**src/rtl/fifo_stream_pkg.sv**
```systemverilog
// fifo_stream_pkg: shared defaults and pointer-width helper for the FIFO read stream adapter
package fifo_stream_pkg;
    localparam int DEF_WIDTH   = 8;
    localparam int DEF_PKT_LEN = 16;
    function automatic int clog2_min1(input int n);
        int r;
        r = 1;
        while ((1 << r) < n) r = r + 1;
        return r;
    endfunction
endpackage

```
**src/rtl/stream_buf_fifo.sv**
```systemverilog
// stream_buf_fifo: small circular buffer absorbing the FIFO read latency
module stream_buf_fifo
    import fifo_stream_pkg::*;
#(
    parameter int WIDTH = DEF_WIDTH,
    parameter int DEPTH = 4,
    localparam int PW = clog2_min1(DEPTH),
    localparam int OW = clog2_min1(DEPTH + 1)
) (
    input  logic             clk,
    input  logic             rst_n,
    input  logic             wr_en,
    input  logic [WIDTH-1:0] wdata,
    input  logic             rd_en,
    output logic [WIDTH-1:0] rdata,
    output logic [OW-1:0]    occ
);
    logic [WIDTH-1:0] mem [DEPTH];
    logic [PW-1:0]    wptr;
    logic [PW-1:0]    rptr;
    // pointers wrap at DEPTH; occupancy tracks writes minus reads
    always_ff @(posedge clk or negedge rst_n) begin
        if (!rst_n) begin
            wptr <= '0;
            rptr <= '0;
            occ  <= '0;
        end else begin
            if (wr_en) wptr <= (wptr == PW'(DEPTH - 1)) ? '0 : wptr + 1'b1;
            if (rd_en) rptr <= (rptr == PW'(DEPTH - 1)) ? '0 : rptr + 1'b1;
            occ <= occ + OW'(wr_en) - OW'(rd_en);
        end
    end
    // storage needs no reset; reads are qualified by occupancy upstream
    always_ff @(posedge clk) begin
        if (wr_en) mem[wptr] <= wdata;
    end
    assign rdata = mem[rptr];
endmodule

```
**src/rtl/fifo_rd_stream_adapter.sv**
```systemverilog
// fifo_rd_stream_adapter: drains an async FIFO pop port into a framed valid/ready stream
module fifo_rd_stream_adapter
    import fifo_stream_pkg::*;
#(
    parameter int WIDTH     = DEF_WIDTH,
    parameter int BUF_DEPTH = 4,
    parameter int PKT_LEN   = DEF_PKT_LEN,
    parameter int CNT_W     = 16
) (
    input  logic             rd_clk,
    input  logic             res_n,
    input  logic             fifo_empty,
    input  logic             fifo_underflow,
    input  logic [WIDTH-1:0] fifo_rdata,
    output logic             fifo_rd_en,
    output logic             out_valid,
    input  logic             out_ready,
    output logic [WIDTH-1:0] out_data,
    output logic             out_last,
    output logic [CNT_W-1:0] word_cnt,
    output logic             err_underflow
);
    localparam int OW = clog2_min1(BUF_DEPTH + 1);
    localparam int BW = clog2_min1(PKT_LEN);
    logic [OW-1:0]    occ;
    logic [OW:0]      pending;
    logic [BW-1:0]    beat_idx;
    logic [WIDTH-1:0] buf_data;
    logic             inflight;
    logic             run;
    logic             hs;
    // issue only from registered state so out_ready never reaches fifo_rd_en
    assign pending    = {1'b0, occ} + {{OW{1'b0}}, inflight};
    assign fifo_rd_en = run && !fifo_empty && (pending < (OW + 1)'(BUF_DEPTH));
    assign out_valid  = (occ != '0);
    assign hs         = out_valid && out_ready;
    assign out_data   = out_valid ? buf_data : '0;
    assign out_last   = out_valid && (beat_idx == BW'(PKT_LEN - 1));
    // run keeps pops off until the first edge after reset release
    always_ff @(posedge rd_clk or negedge res_n) begin
        if (!res_n) begin
            run           <= 1'b0;
            inflight      <= 1'b0;
            beat_idx      <= '0;
            word_cnt      <= '0;
            err_underflow <= 1'b0;
        end else begin
            run      <= 1'b1;
            inflight <= fifo_rd_en;
            if (hs) begin
                beat_idx <= (beat_idx == BW'(PKT_LEN - 1)) ? '0 : beat_idx + 1'b1;
                word_cnt <= word_cnt + 1'b1;
            end
            if (fifo_underflow) err_underflow <= 1'b1;
        end
    end
    stream_buf_fifo #(.WIDTH(WIDTH), .DEPTH(BUF_DEPTH)) u_buf (
        .clk   (rd_clk),
        .rst_n (res_n),
        .wr_en (inflight),
        .wdata (fifo_rdata),
        .rd_en (hs),
        .rdata (buf_data),
        .occ   (occ)
    );
endmodule

```
**config.mk**
```make
export PLATFORM = sky130hd
export DESIGN_NAME = fifo_rd_stream_adapter
export DESIGN_NICKNAME = d
export VERILOG_FILES = /design/src/rtl/fifo_stream_pkg.sv /design/src/rtl/stream_buf_fifo.sv /design/src/rtl/fifo_rd_stream_adapter.sv
export SDC_FILE = /design/constraint.sdc
export NUM_CORES = 1
export LEC_CHECK = 0
export CAP_MARGIN = 30
export CORE_UTILIZATION = 53
export CTS_BUF_LIST = sky130_fd_sc_hd__clkbuf_8 sky130_fd_sc_hd__clkbuf_16
export CTS_CLUSTER_DIAMETER = 120
export DETAILED_ROUTE_END_ITERATION = 10
export MAX_ROUTING_LAYER = met4
export PLACE_DENSITY = 0.85
export SLEW_MARGIN = 20
export SYNTH_ARGS = -nofsm -noshare
export SYNTH_HDL_FRONTEND = slang
export SYNTH_SLANG_ARGS = --single-unit
```
**constraint.sdc**
```tcl
create_clock -name rd_clk -period 2.5 [get_ports rd_clk]
set_input_delay 0.625 -clock rd_clk [delete_from_list [all_inputs] [get_ports rd_clk]]
set_output_delay 0.625 -clock rd_clk [all_outputs]
set_load 0.02 [all_outputs]
```
==> out/qor.txt <==
status - finished, final reports clean
path category of the worst min-delay check - register to register
min cycle time layout - 2.39 ns
CTS Buf Count - 9
DR vias - 1,562
Post-CTS Hold Buffers - 0
cell row count - 25
Fmax achieved - 418 MHz
Gate Count Post-Synth - 180
vias in the first global route - 1,530
GRT Total Usage - 20.2%
Top Layer Used - met4
Mapped Area - 2690 um2
Seq. cell area - 1710 um2
H-tree Lvls - 3
commonest non-fill, non-tap cell in the layout - edfxtp_1
clock buffer depth - 2
worst skew pair latency - 0.32 ns
total grt overflow - 0
most frequent cells in the layout - 32 x edfxtp_1, 30 x dfrtp_1, 29 x clkdlybuf4s50_1
Setup CP Type - register to output pin
Yosys reg bits - 62
DRT iter0 DRCs - 78
met3 wire len - 155 um
drt first pass iters - 4
main flop type after synthesis - edfxtp_1
Via density - 5.06
post-DP HPWL - 3210 um
Area Growth Syn to Fin - 25.4%
PortBufs - 40
I/O pin count - 41
CTS tree - built
Max Cap Viol - 0
Fill cells - 335
drc violations - 0
Die Width - 73.2 um
core box area - 4790 um2
number of flops mapped to enable cells by yosys - 32
clock sink total - 62
critical path startpoint category - register
worst setup margin - 0.109 ns
R2R cell count - 8
WHS Path Cells - 1
Final setup viols - 0
Tcrit/Tclk final - 95.7%
GP Congestion - 0.750
Final #Nets - 261
post-synthesis net count - 204
CP Max Fanout - 4
DRT Wirelength - 4470 um
met2 wire length - 2350 um
RSZ-0062 raised after global routing - false
clk_skew - 0.00730 ns
Starting Density - 56.1%
distinct cell type count after synthesis - 34
final hold violation count - 0
Syn Area/Cell - 14.9 um2
multi-input logic area - 913 um2
share of the yosys chip area belonging to registers - 63.7%
WL/cell - 14.5 um
final instance area - 3370 um2
initial antenna violation count - 0
share of post-route cells with drive strength above 1 - 15.3%
ys async rst share - 48.4%
Die Span Y - 73.2 um
area post-placement - 3230 um2
Max Slew Vio Count - 0
Setup WS pre-CTS - -0.0476 ns
root buffer cell - clkbuf_8
crit path DAT - 1.77 ns
Die Area - 5360 um2
nature of the critical path endpoint - output pin
M1 WL - 1880 um
Lkg Pwr - 0.00136 uW
Power per Cell Area - 1010 nW/um2
antenna fix cells - 0
yosys warns - 0
Routed Antenna Nets - 0
largest net degree at the start of global routing - 31
CP Data Required Time - 1.88 ns
Max VDD drop - 645 uV
global-route wire length before repair - 7560 um
Worst-path clk slew - 0.07 ns
cells in the mapped netlist, types with 2 or more instances:
library cell  number  area share, %
inv_1             10            1.4
nand2_1           14            2.0
nor3b_1            2           0.56
and2_1             4           0.93
nand3_1           10            1.9
nor3_1             3           0.56
nand4_1            4           0.93
xor2_1             3           0.98
nor4_4             2            1.6
edfxtp_1          32             36
o21ai_0            3           0.56
mux4_2             8            6.7
ha_1              10            4.7
nor2_1             4           0.56
clkbuf_1           2           0.28
dfrtp_1           30             28
xnor2_1           14            4.6
nor2b_1            8            1.9
a21o_1             2           0.56
per-stage QoR:
stage                     hold WS, ns  setup TNS (ns)  cells  total power, uW  utilization [%]
after floorplan                 0.329               0    180             2260                -
after global placement          0.454         -0.0193    293             2760             67.4
after detailed placement        0.461         -0.0476    293             2820             67.4
after CTS                       0.475               0    309             3440             70.4
after global routing            0.494               0    309             3630             70.4
final                           0.466               0    309             3410             70.4
final timing paths:
| kind | from | slack [ns] | end |
|---|---|---|---|
| worst max-delay path | u_buf.rptr[0]$_DFFE_PN0P_ | 0.11 | out_data[3] |
| worst min-delay path | word_cnt[15]$_DFFE_PN0P_ | 0.47 | word_cnt[15]$_DFFE_PN0P_ |
| worst max register to register | u_buf.occ[1]$_DFF_PN0_ | 0.47 | u_buf.occ[2]$_DFF_PN0_ |
| worst min register to register | word_cnt[15]$_DFFE_PN0P_ | 0.47 | word_cnt[15]$_DFFE_PN0P_ |
| max in group asynchronous | res_n | 1.52 | word_cnt[3]$_DFFE_PN0P_ |
| min in group asynchronous | res_n | 0.68 | word_cnt[13]$_DFFE_PN0P_ |
logic make-up (layout without fill, tap and decap cells):
kind of cell	Yosys count	count (layout)	share of synthesized area [%]
xor+xnor	17	17	5.54
other cells	1	1	0.140
compound gates	10	10	3.54
fa+ha+maj	11	11	5.40
simple gates	55	55	12.3
mux	9	9	7.08
buf+inv	15	77	2.28
flops	62	62	63.7
timing repair:
action                     4_1_cts  5_1_grt
setup endpoints to repair       11        2
pin swaps                        0        0
resized for setup               11        5
setup buffers                    0        0
registers in the layout, summed over array words and instances (netlist names):
register,count
u_buf.mem,32
u_buf.occ,3
run,1
u_buf.rptr,2
word_cnt,16
err_underflow,1
inflight,1
u_buf.wptr,2
beat_idx,4
critical path, cell delays in order, from the launching register on:
cell and delay [ns]:
dfrtp_1 0.36, buf_4 0.16, mux4_2 0.48, nor2b_1 0.14
dlygate4sd2_1 0.31
layer usage:
layer  track usage [%]  vias up
met2              32.5       29
met4              9.80        0
met3              4.28        7
met1              24.4      766
li1                  -      760
met5                 -        -
cell type report:
cell class / count / share of cell area (%)
clock inverters: 7 / 0.929
well taps: 67 / 2.49
repair buffers: 50 / 13.7
multi-input cells: 103 / 27.1
inverters: 11 / 1.23
flip-flops and latches: 62 / 50.8
clock buffers: 9 / 3.68
report_power, final:
part,total [uW],switching (uW),internal (uW)
registers,1460,195,1260
logic,1260,647,614
clock network,690,350,340
total,3410,1190,2220
Power figures use the tool's default switching activity.
